--- config.mk ---
export PLATFORM = sky130hd
export DESIGN_NAME = reset_sequencer
export DESIGN_NICKNAME = d
export VERILOG_FILES = /design/src/rtl/reset_seq_pkg.sv /design/src/rtl/reset_synchronizer.sv /design/src/rtl/reset_sequencer.sv
export SDC_FILE = /design/constraint.sdc
export NUM_CORES = 1
export LEC_CHECK = 0
export BUFFER_PORTS_ARGS = -buffer_cell sky130_fd_sc_hd__clkbuf_2
export CAP_MARGIN = 20
export CORE_MARGIN = 3
export CORE_UTILIZATION = 59
export CTS_CLUSTER_DIAMETER = 100
export DETAILED_ROUTE_END_ITERATION = 16
export PLACE_DENSITY = 0.89
export RECOVER_POWER = 25
export SYNTH_ARGS = -nofsm -noshare
export SYNTH_HDL_FRONTEND = slang
export SYNTH_SLANG_ARGS = --single-unit
--- constraint.sdc ---
create_clock -name clock -period 2.3 [get_ports clock]
set_input_delay 0.115 -clock clock [delete_from_list [all_inputs] [get_ports clock]]
set_output_delay 0.115 -clock clock [all_outputs]
set_load 0.005 [all_outputs]
--- src/rtl/reset_seq_pkg.sv ---
// Shared types and helpers for the reset sequencer.
//   rs_state_t : sequencer FSM states
//   cnt_w()    : width of the hold/stagger cycle counter
//   MAX_CH     : largest supported channel count
package reset_seq_pkg;

  localparam int unsigned MAX_CH = 16;

  typedef enum logic [1:0] {
    ASSERT,
    HOLD,
    STAGGER,
    RUN
  } rs_state_t;

  // Counter must reach max(hold, stagger)-1; never narrower than one bit.
  function automatic int unsigned cnt_w(input int unsigned hold, input int unsigned stagger);
    int unsigned m;
    m = (hold > stagger) ? hold : stagger;
    return (m == 0) ? 1 : $clog2(m + 1);
  endfunction

endpackage

--- src/rtl/reset_synchronizer.sv ---
// Async-assert / sync-release reset synchronizer.
//   clock    : system clock
//   reset    : raw async reset, active-high
//   rst_sync : synchronized reset, deasserts on the STAGES-th rising edge
//              after reset falls
module reset_synchronizer #(
  parameter int unsigned STAGES = 2
) (
  input  logic clock,
  input  logic reset,
  output logic rst_sync
);

  logic [STAGES-1:0] chain;

  // Shift zeros in once reset is gone; any reset reloads ones at once.
  always_ff @(posedge clock or posedge reset) begin
    if (reset) begin
      chain <= '1;
    end else begin
      chain <= {chain[STAGES-2:0], 1'b0};
    end
  end

  assign rst_sync = chain[STAGES-1];

endmodule

--- src/rtl/reset_sequencer.sv ---
// Staggered per-channel reset generator with per-channel clock-enable ticks.
// Channels leave reset in order 0..NUM_CH-1, STAGGER_CYCLES apart, after the
// synchronized reset release plus HOLD_CYCLES.
//   clock      : system clock
//   reset      : async reset, active-high
//   soft_reset : synchronous re-sequence request (only with SOFT_RESET_EN)
//   div        : per-channel divisor, channel k at [k*DIV_WIDTH +: DIV_WIDTH]
//   rst_out    : per-channel reset, active-high, registered
//   clk_en     : per-channel single-cycle enable tick, registered
//   seq_done   : every channel is out of reset
// Build option: define SOFT_RESET_EN to honour soft_reset.
module reset_sequencer #(
  parameter int unsigned NUM_CH         = 4,
  parameter int unsigned SYNC_STAGES    = 2,
  parameter int unsigned HOLD_CYCLES    = 8,
  parameter int unsigned STAGGER_CYCLES = 4,
  parameter int unsigned DIV_WIDTH      = 8
) (
  input  logic                          clock,
  input  logic                          reset,
  input  logic                          soft_reset,
  input  logic [NUM_CH*DIV_WIDTH-1:0]   div,
  output logic [NUM_CH-1:0]             rst_out,
  output logic [NUM_CH-1:0]             clk_en,
  output logic                          seq_done
);

  import reset_seq_pkg::*;

  localparam int unsigned CW  = cnt_w(HOLD_CYCLES, STAGGER_CYCLES);
  localparam int unsigned CHW = (NUM_CH > 1) ? $clog2(NUM_CH) : 1;

  localparam logic [CW-1:0]  HOLD_LAST = CW'((HOLD_CYCLES > 0) ? HOLD_CYCLES - 1 : 0);
  localparam logic [CW-1:0]  STAG_LAST = CW'((STAGGER_CYCLES > 0) ? STAGGER_CYCLES - 1 : 0);
  localparam logic [CHW-1:0] LAST_CH   = CHW'(NUM_CH - 1);

  rs_state_t         state, state_nxt;
  logic [CW-1:0]     cnt, cnt_nxt;
  logic [CHW-1:0]    ch, ch_nxt;
  logic [NUM_CH-1:0] rst_nxt;
  logic              done_nxt;
  logic              rel_first;
  logic              rst_sync;
  logic              soft_hit;

  reset_synchronizer #(
    .STAGES (SYNC_STAGES)
  ) u_sync (
    .clock    (clock),
    .reset    (reset),
    .rst_sync (rst_sync)
  );

`ifdef SOFT_RESET_EN
  assign soft_hit = soft_reset;
`else
  // Port kept for a stable interface; it has no effect in this build.
  logic unused_soft;
  assign unused_soft = soft_reset;
  assign soft_hit    = 1'b0;
`endif

  // Sequencer next-state and next-output logic.
  always_comb begin
    state_nxt = state;
    cnt_nxt   = cnt;
    ch_nxt    = ch;
    rst_nxt   = rst_out;
    rel_first = 1'b0;

    case (state)
      ASSERT: begin
        cnt_nxt = '0;
        ch_nxt  = '0;
        if (!rst_sync) begin
          // Zero hold releases channel 0 on the edge that would enter HOLD.
          if (HOLD_CYCLES == 0) rel_first = 1'b1;
          else                  state_nxt = HOLD;
        end
      end
      HOLD: begin
        if (cnt == HOLD_LAST) rel_first = 1'b1;
        else                  cnt_nxt   = cnt + 1'b1;
      end
      STAGGER: begin
        if (cnt == STAG_LAST) begin
          rst_nxt[ch] = 1'b0;
          cnt_nxt     = '0;
          if (ch == LAST_CH) state_nxt = RUN;
          else               ch_nxt    = ch + 1'b1;
        end else begin
          cnt_nxt = cnt + 1'b1;
        end
      end
      RUN: begin
      end
      default: state_nxt = ASSERT;
    endcase

    // Channel 0 release; with no stagger (or one channel) everything goes.
    if (rel_first) begin
      cnt_nxt = '0;
      if ((NUM_CH == 1) || (STAGGER_CYCLES == 0)) begin
        rst_nxt   = '0;
        state_nxt = RUN;
      end else begin
        rst_nxt[0] = 1'b0;
        ch_nxt     = CHW'(1);
        state_nxt  = STAGGER;
      end
    end

    // Soft reset bypasses the synchronizer: rst_sync is already low.
    if (soft_hit) begin
      state_nxt = ASSERT;
      cnt_nxt   = '0;
      ch_nxt    = '0;
      rst_nxt   = '1;
    end

    done_nxt = (state_nxt == RUN);
  end

  // Sequencer state and output registers.
  always_ff @(posedge clock or posedge reset) begin
    if (reset) begin
      state    <= ASSERT;
      cnt      <= '0;
      ch       <= '0;
      rst_out  <= '1;
      seq_done <= 1'b0;
    end else begin
      state    <= state_nxt;
      cnt      <= cnt_nxt;
      ch       <= ch_nxt;
      rst_out  <= rst_nxt;
      seq_done <= done_nxt;
    end
  end

  // Per-channel enable dividers, held clear while the channel is in reset.
  for (genvar k = 0; k < NUM_CH; k++) begin : g_div
    logic [DIV_WIDTH-1:0] dval;
    logic [DIV_WIDTH-1:0] dcnt;
    logic                 wrap;
    logic                 tick;

    assign dval = div[k*DIV_WIDTH +: DIV_WIDTH];
    // >= rather than == so a divisor lowered mid-count wraps right away.
    assign wrap = (dval <= DIV_WIDTH'(1)) || (dcnt >= (dval - DIV_WIDTH'(1)));

    always_ff @(posedge clock or posedge reset) begin
      if (reset) begin
        dcnt <= '0;
        tick <= 1'b0;
      end else if (rst_out[k] || soft_hit) begin
        dcnt <= '0;
        tick <= 1'b0;
      end else begin
        tick <= wrap;
        dcnt <= wrap ? '0 : dcnt + 1'b1;
      end
    end

    assign clk_en[k] = tick;
  end

endmodule
# Word level (Yosys, flattened, before mapping)
# Index checks and enable logic that the tools add are counted.
# word_totals
ff_bits	51
input_bits	35
out_inout_bits	9
elab_cells	92
# classes
add_sub_neg	10
order_cmp	10
eq_ne	9
n_mux	32
bitwise_logic	2
reduce_logical	14
# op_table
operator	count
$mux 8	8
$add 8x1->8 const B	4
$ge 8x8->1	4
$le 8x1->1 const B	4
$sub 8x1->8 const B	4
$mux 2	7
$mux 4	3
$pmux 4 s3	1
$mux 1	10
$ne 3x3->1 const B	3
$pmux 2 s2	2
$eq 2x2->1 const B	3
$reduce_and 2->1	3
$add 4x1->4 const B	1
$and 4x4->4	1
$eq 4x2->1 const B	1
$eq 4x3->1 const B	1
$logic_or 1x1->1	4
$not 4->4	1
$reduce_bool 2->1	2
$reduce_bool 4->1	1
$lt 2x3->1 const B	1
$reduce_and 3->1	1
$reduce_bool 3->1	1
other kinds (6)	6

# Logic depth before layout (Yosys ltp)
# Gate-level depths: netlist of run 1.
# depth
depth_word	9
depth_mapped	11
ltp_nobuf	10

# Modules after synthesis
# A second synthesis of run 1 with hierarchy kept.
# unflattened
hier_cells	370
hier_area_um2	3559.7
# modules_own_cells
module	instances	cells_each	area_per_inst_um2	seq_area_each_um2
reset_sequencer	1	366	3499.6	1231.2
reset_synchronizer	1	4	60.1	52.6

# Worst setup path before layout of run 1
# No wires, ideal clock.
# synth_path
kind	input to register
start	input port div[2]
end	register g_div[0].dcnt[1]
setup_ps	89
t_arrival_ps	2123
required_ps	2211
slack_ps	89
path_stages	9
path_buffers	1
path_cell_list	or4_4 nor4_1 xnor2_1 ha_1 a21oi_1 o21ai_0 or3_1 buf_6 nor3b_1
# synth_via
elab_chain_cells	5
elab_cells_between_ends	6
cone_classes	1 x add/sub; 2 x order compare; 2 x mux; 1 x reduce/logical
# synth_rtl
item	line	rtl
from (decl)	reset_sequencer.sv:22	input logic [NUM_CH*DIV_WIDTH-1:0] div,
$sub 8x1->8	reset_sequencer.sv:150	assign wrap = (dval <= DIV_WIDTH'(1)) || (dcnt >= (dval - DIV_WIDTH'(1)));
$ge 8x8->1	reset_sequencer.sv:150	
$logic_or 1x1->1 *	reset_sequencer.sv:150	
$mux 8 *	reset_sequencer.sv:161	dcnt <= wrap ? '0 : dcnt + 1'b1;
$mux 8 *	reset_sequencer.sv:156	end else if (rst_out[k] || soft_hit) begin
to (signal assigned)	reset_sequencer.sv:161	
to (decl)	reset_sequencer.sv:144	logic [DIV_WIDTH-1:0] dcnt;
# Every way passes the cells marked *; elsewhere a longest branch is shown, timed or not.
# A chain may end at the register's enable or synchronous reset.

# Worst setup path after layout of run 1
# layout_path
start	input port div[26]
end	register g_div[3].dcnt[3]
# layout_via
elab_chain_cells	5
elab_cells_between_ends	6
cone_classes	1 x add/sub; 2 x order compare; 2 x mux; 1 x reduce/logical
# layout_rtl
item	line
$sub 8x1->8	reset_sequencer.sv:150
$ge 8x8->1	reset_sequencer.sv:150
$logic_or 1x1->1 *	reset_sequencer.sv:150
$mux 8 *	reset_sequencer.sv:161
$mux 8 *	reset_sequencer.sv:156
to (signal assigned)	reset_sequencer.sv:161
to (decl)	reset_sequencer.sv:144
# Marked as above.

==> reports/qor.yml, run 1 <==
finish:
  synthToLayoutAreaGrowth_pct: 18.2
  utilization_pct: 74.3
  postLayoutCellArea_um2: 4220
  nets: 532
  fin_cells: 517
  multi_input_area_um2: 2170
  final_common_cell: "ha_1"
  regArea_um2: 1280
  n_antenna_cell: 0
  final_cell_mix: "ha_1 (53), dfrtp_1 (45), nor2_1 (42), clkbuf_2 (39)"
  drive_above_1_share_pct: 24.3
  fillers: 381
grt:
  overflow: 0
  grt_start_max_net_pins: 34
  top_usage_layer: "met2"
  grtUsageTotal_pct: 22.1
  use_met3_pct: 4.44
  use_met2_pct: 40.5
  grt_pass1_vias: 3008
  grt_pass1_wl_mm: 12.9
  grtUsageMet1_pct: 25.3
  antenna_found_initial: 0
floorplan:
  initial_utilization_pct: 62.9
  rows: 27
  dieWidth_um: 83.8
  coreArea_um2: 5680
  die_y_um: 83.8
  die-area_um2: 7020
  io_pins: 44
placement:
  dp.cells: 508
  pre_cts_slack_ns: -0.267
  io_buffers: 42
  placed_area_um2: 4070
  post-dp-hpwl_mm: 5.96
  routabilityCongestion: 0.893
synthesis:
  muxShareOfSynthArea_pct: 0.596
  yosysWarnings: 0
  synth-xor-area-share_pct: 12.3
  synth_top_family_by_area: "simple AND/OR/NAND/NOR gates"
  synth-compound-area-share_pct: 8.35
  synth-adder-area-share_pct: 18.6
  synth_edf_count: 0
  synth_cell_types: 41
  synth_seq_cells: 51
  ys_seq_area_share_pct: 36.0
  synthSimpleGateAreaFrac_pct: 20.1
  avgSynthCellArea_um2: 9.72
  synth-main-ff-cell: "dfrtp_1"
  syn_area_um2: 3570
  synthesis.nets: 455
  syn_inst: 367
  synthArstFlopShare_pct: 100
clocking:
  clock_latency_ns: 0.31
  cts_root_buffer: "clkbuf_8"
  post-cts-setup-buffers: 0
  h-tree-depth: 2
  clkSinkCount: 51
  clk_path_buf_depth: 2
  cts_made_buffers: 5
  path_clk_slew_ns: 0.10
  cts_tree: "done"
worst_setup_path:
  critPathRequiredTime_ns: 2.54
  reg2reg_slack_ns: 0.25
  critPathArrivalTime_ns: 2.47
  path_cells: "clkbuf_2 -> or4_4 -> nor4_2 -> xnor2_1 -> ha_1 -> a21oi_1 -> o21ai_0 -> a2111o_2 -> nor2_1"
  setup.worst_path.start_class: "primary input"
  crit_path_max_fanout: 8
  end_kind: "flop"
  max_stage_delay_ns: 0.56
  critPathKind: "primary input to flop"
  crit_path_top_delay_cell: "a2111o_2"
  worst_r2r_path_depth: 6
pwr:
  ir_drop_uv: 471
  leakage_nw: 2.04
  p_per_area_nw_per_um2: 772
run:
  drv_cap: 0
timing:
  rsz0062_at_grt: "no"
  max_slew_margin_pct: 18.9
  slew_violations: 0
  fin_ws_ns: 0.0726
  hold_viol_final: 0
  tightest_slew_ns: 1.22
  finClkSkew_ns: 0.0101
  min_period_over_period_pct: 96.8
  max_freq_mhz: 449
  layout_min_cycle_time_ns: 2.23
  final-setup-viol-count: 0
routing:
  vias: 2893
  postRouteAntennaNets: 0
  wl_per_cell_um: 14.6
  viasPerCell: 5.60
  drt-initial-drc-count: 127
  wirelength_mm: 7.56
  route.detailed.drc: 0
  first_pass_iters: 4
outcome:
  status: "finished, final reports clean"
worst_hold_path:
  hp-class: "primary input to flop"
  hold_path_depth: 4
-- worst paths after layout --
path	from	to
hold / removal	div[15]	g_div[1].tick$_DFF_PP0_
hold reg to reg	u_sync.chain[0]$_DFF_PP1_	u_sync.chain[1]$_DFF_PP1_
min in group asynchronous	reset	g_div[2].tick$_DFF_PP0_
setup / recovery	div[26]	g_div[3].dcnt[3]$_DFF_PP0_
setup reg to reg	state[0]$_DFF_PP0_	ch[1]$_DFFE_PP0P_
max in group asynchronous	reset	rst_out[3]$_DFFE_PP1P_
-- Yosys cell counts, types with 2 or more instances --
cell type  instances  share of area (%)
ha_1              53                 19
dfrtp_1           45                 32
nor2_1            42                4.4
xnor2_1           32                7.9
inv_1             27                2.8
nand2_1           19                2.0
xor2_1            18                4.4
nand3_1           16                2.2
nor3_1            16                2.2
o21ai_0           14                2.0
a21oi_1            8                1.1
and3_1             8                1.4
a211oi_1           7                1.5
nor2b_1            7                1.2
dfstp_2            6                4.4
nor3b_1            5                1.1
nor4_1             5               0.88
buf_4              4               0.84
nor4_2             4                1.4
or3_1              4               0.70
or4_4              4                1.3
a2111o_2           3                1.1
a21boi_0           2               0.42
-- metrics by stage --
| step | hold WS, ns | power [W] | setup TNS [ns] |
|---|---|---|---|
| finish | 0.216 | 0.00325 | 0 |
| global route | 0.229 | 0.00352 | 0 |
| global placement | 0.226 | 0.00250 | -1.97 |
| CTS | 0.212 | 0.00327 | 0 |
| detailed placement | 0.235 | 0.00261 | -5.80 |
| floorplan | 0.345 | 0.00225 | 0 |
-- sequential cells by signal (all words and copies together) (netlist names) --
| register | cells |
|---|---|
| ch | 2 |
| cnt | 4 |
| g_div.dcnt | 32 |
| g_div.tick | 4 |
| rst_out | 4 |
| seq_done | 1 |
| state | 2 |
| u_sync.chain | 2 |
-- kinds of logic (layout without fill, tap and decap cells) --
group | after synthesis | count (layout)
simple gates | 135 | 135
flops | 51 | 51
xor+xnor | 50 | 50
mux | 2 | 2
buf+inv | 32 | 110
other cells | 1 | 1
fa+ha+maj | 53 | 53
compound gates | 43 | 43
-- critical path, delay by kind of cell --
kind | cells | cell delay (ns)
xor+xnor | 1 | 0.16
compound gates | 3 | 0.90
buf+inv | 1 | 0.10
simple gates | 3 | 0.90
fa+ha+maj | 1 | 0.28
-- layer usage --
metal | routed length (um) | vias up
met3 | 218 | 17
met2 | 4000 | 51
met1 | 3160 | 1395
met5 | 0 | -
met4 | 171 | 0
li1 | - | 1430
-- final cells by class --
class,count,area share (%)
timing repair buffer,75,10.8
multi-input combinational,284,51.5
inverter,27,2.40
sequential,51,30.4
tap,72,2.14
clock buffer,5,1.63
clock inverter,3,1.10
-- what timing repair did --
item	in CTS	in global routing
endpoints found under the setup margin	0	15
hold buffers	1	0
gates resized for setup	0	5
endpoints found under the hold margin	27	0
-- report_power, final --
group	total [W]	internal (W)	switching, W
clock	0.000642	0.000328	0.000314
sequential	0.00141	0.00114	0.000271
combinational	0.00120	0.000578	0.000626
total	0.00325	0.00204	0.00121
Power figures use the tool's default switching activity.
==> run 2: changes to the inputs <==
--- a/config.mk
+++ b/config.mk
@@ -11,8 +11,9 @@
 export CORE_UTILIZATION = 59
 export CTS_CLUSTER_DIAMETER = 100
 export DETAILED_ROUTE_END_ITERATION = 16
-export PLACE_DENSITY = 0.89
+export PLACE_DENSITY = 0.81
 export RECOVER_POWER = 25
 export SYNTH_ARGS = -nofsm -noshare
 export SYNTH_HDL_FRONTEND = slang
 export SYNTH_SLANG_ARGS = --single-unit
+export TNS_END_PERCENT = 50
==> reports/qor.yml, run 2 (synthesis results as in run 1) <==
timing:
  layout_min_cycle_time_ns: 2.17  # -0.0598 ns
  rsz0062_at_grt: "no"
  slew_violations: 0  # unchanged
  max_freq_mhz: 461  # +2.8%
  max_slew_margin_pct: 19.2  # +0.33 points
  fin_ws_ns: 0.132  # +0.0598 ns
  finClkSkew_ns: 0.00821  # -0.00187 ns
  setup_tns_ns: 0  # unchanged
  final-setup-viol-count: 0  # unchanged
  tightest_slew_ns: 1.21  # -0.00358 ns
  hold_viol_final: 0  # unchanged
  min_period_over_period_pct: 94.2  # -2.6 points
grt:
  grt_pass1_vias: 2906  # -3.4%
  grt_start_max_net_pins: 52  # +53%
  antenna_found_initial: 0  # unchanged
  grt_pass1_wl_mm: 12.3  # -4.8%
  grtUsageTotal_pct: 20.8  # -1.3 points
  overflow: 0  # unchanged
finish:
  nets: 535  # +0.56%
  utilization_pct: 74.1  # -0.26 points
  fillers: 407  # +6.8%
  final_cell_mix: "ha_1 (53), dfrtp_1 (45), nor2_1 (42), clkbuf_2 (42), buf_4 (34)"
  regArea_um2: 1280  # unchanged
  largest_reg_flops: 32  # unchanged
  n_antenna_cell: 0  # unchanged
  synthToLayoutAreaGrowth_pct: 17.8
  fin_cells: 520  # +0.58%
  regMostFlops: "g_div.dcnt"
  multi_input_area_um2: 2160  # -0.52%
  final_common_cell: "ha_1"
  drive_above_1_share_pct: 24.8  # +0.51 points
worst_setup_path:
  critPathRequiredTime_ns: 2.54  # about the same
  crit_path_max_fanout: 8  # unchanged
  critPathKind: "primary input to flop"
  end_kind: "flop"
  setup.worst_path.start_class: "primary input"
  critPathArrivalTime_ns: 2.41  # -0.06 ns
pwr:
  ir_drop_uv: 579  # +23%
  p_per_area_nw_per_um2: 740  # -4.1%
  leakage_nw: 2.05  # +0.20%
  finalPower_w: 0.00311  # -4.5%
clocking:
  clk_path_buf_depth: 2  # unchanged
  cts_made_buffers: 5  # unchanged
  clock_latency_ns: 0.31  # about the same
  cts_root_buffer: "clkbuf_8"
  post-cts-setup-buffers: 0  # unchanged
  cts_tree: "done"
  clkSinkCount: 51  # unchanged
  h-tree-depth: 2  # unchanged
  path_clk_slew_ns: 0.10  # about the same
routing:
  postRouteAntennaNets: 0  # unchanged
  first_pass_iters: 4  # unchanged
  route.detailed.drc: 0  # unchanged
  wirelength_mm: 6.84  # -9.5%
  drt-initial-drc-count: 134  # +5.5%
  viasPerCell: 5.50  # -1.6%
  vias: 2862  # -1.1%
  wl_per_cell_um: 13.2  # -10%
outcome:
  status: "finished, final reports clean"
placement:
  post-dp-hpwl_mm: 5.42  # -9.1%
  pre_cts_slack_ns: -0.197  # +0.0709 ns
  io_buffers: 42  # unchanged
  routabilityCongestion: 0.803  # -10%
  dp.cells: 511  # +0.59%
run:
  drv_cap: 0  # unchanged
floorplan:
  die_y_um: 83.8  # unchanged
  io_pins: 44  # unchanged
  die-area_um2: 7020  # unchanged
  rows: 27  # unchanged
  dieWidth_um: 83.8  # unchanged
  coreArea_um2: 5680  # unchanged
  initial_utilization_pct: 62.9  # unchanged
worst_hold_path:
  hp-class: "primary input to flop"
==> run 2: cell count changes in the layout (fill, tap and decap cells not counted), sizes merged <==
cell      previous run  this run
buf                 32        34
inv                 28        27
clkbuf              47        48
bufinv               1         0
clkinv               0         1
clkinvlp             1         2
==> run 2: critical path: stages <==
cell	delay [ns]
clkbuf_2	0.09
or4_4	0.54
nor4_1	0.25
xnor2_1	0.18
ha_1	0.27
a21oi_1	0.14
o21ai_0	0.13
a2111o_2	0.55
nor2_1	0.14
==> run 2: final timing paths <==
check / startpoint / end / slack [ns] / cells past startpoint
setup reg to reg: state[0]$_DFF_PP0_ / ch[1]$_DFFE_PP0P_ / 0.24 / 6
hold / removal: div[31] / g_div[3].tick$_DFF_PP0_ / 0.22 / 4
hold reg to reg: u_sync.chain[0]$_DFF_PP1_ / u_sync.chain[1]$_DFF_PP1_ / 0.36 / 0
min in group asynchronous: reset / g_div[0].tick$_DFF_PP0_ / 0.73 / 4
setup / recovery: div[11] / g_div[1].dcnt[7]$_DFF_PP0_ / 0.13 / 9
max in group asynchronous: reset / g_div[3].dcnt[0]$_DFF_PP0_ / 0.83 / 4
==> run 2: report_power, final <==
group	switching (W)	internal, W	total (W)
Combinational	0.000612	0.000582	0.00119
Clock	0.000301	0.000212	0.000513
Sequential	0.000263	0.00114	0.00140
==> run 2: metal layers <==
metal	vias to the layer above	track usage [%]	routed length [um]
met5	-	0	0
met4	0	6.14	139
met3	18	3.95	239
met2	49	36.4	3450
met1	1357	26.1	3010
li1	1438	-	-
==> run 2: repair_timing <==
action                                 CTS  global route
resized for setup                        0             3
setup endpoints to repair                0            16
hold buffers                             1             0
endpoints found under the hold margin   45             0
==> run 2: layout make-up <==
type                            instances  share of cell area (%)
Clock buffer                            5                    1.64
Clock inverter                          3                   0.476
Inverter                               27                    2.41
Multi-Input combinational cell        284                    51.4
Sequential cell                        51                    30.5
Tap cell                               72                    2.14
Timing Repair Buffer                   78                    11.4
==> run 2: per-stage QoR <==
stage	cell area [um^2]	hold slack, ns
floorplan	3570	0.345
global placement	4090	0.292
detailed placement	4090	0.304
CTS	4190	0.215
global route	4200	0.245
finish	4200	0.216
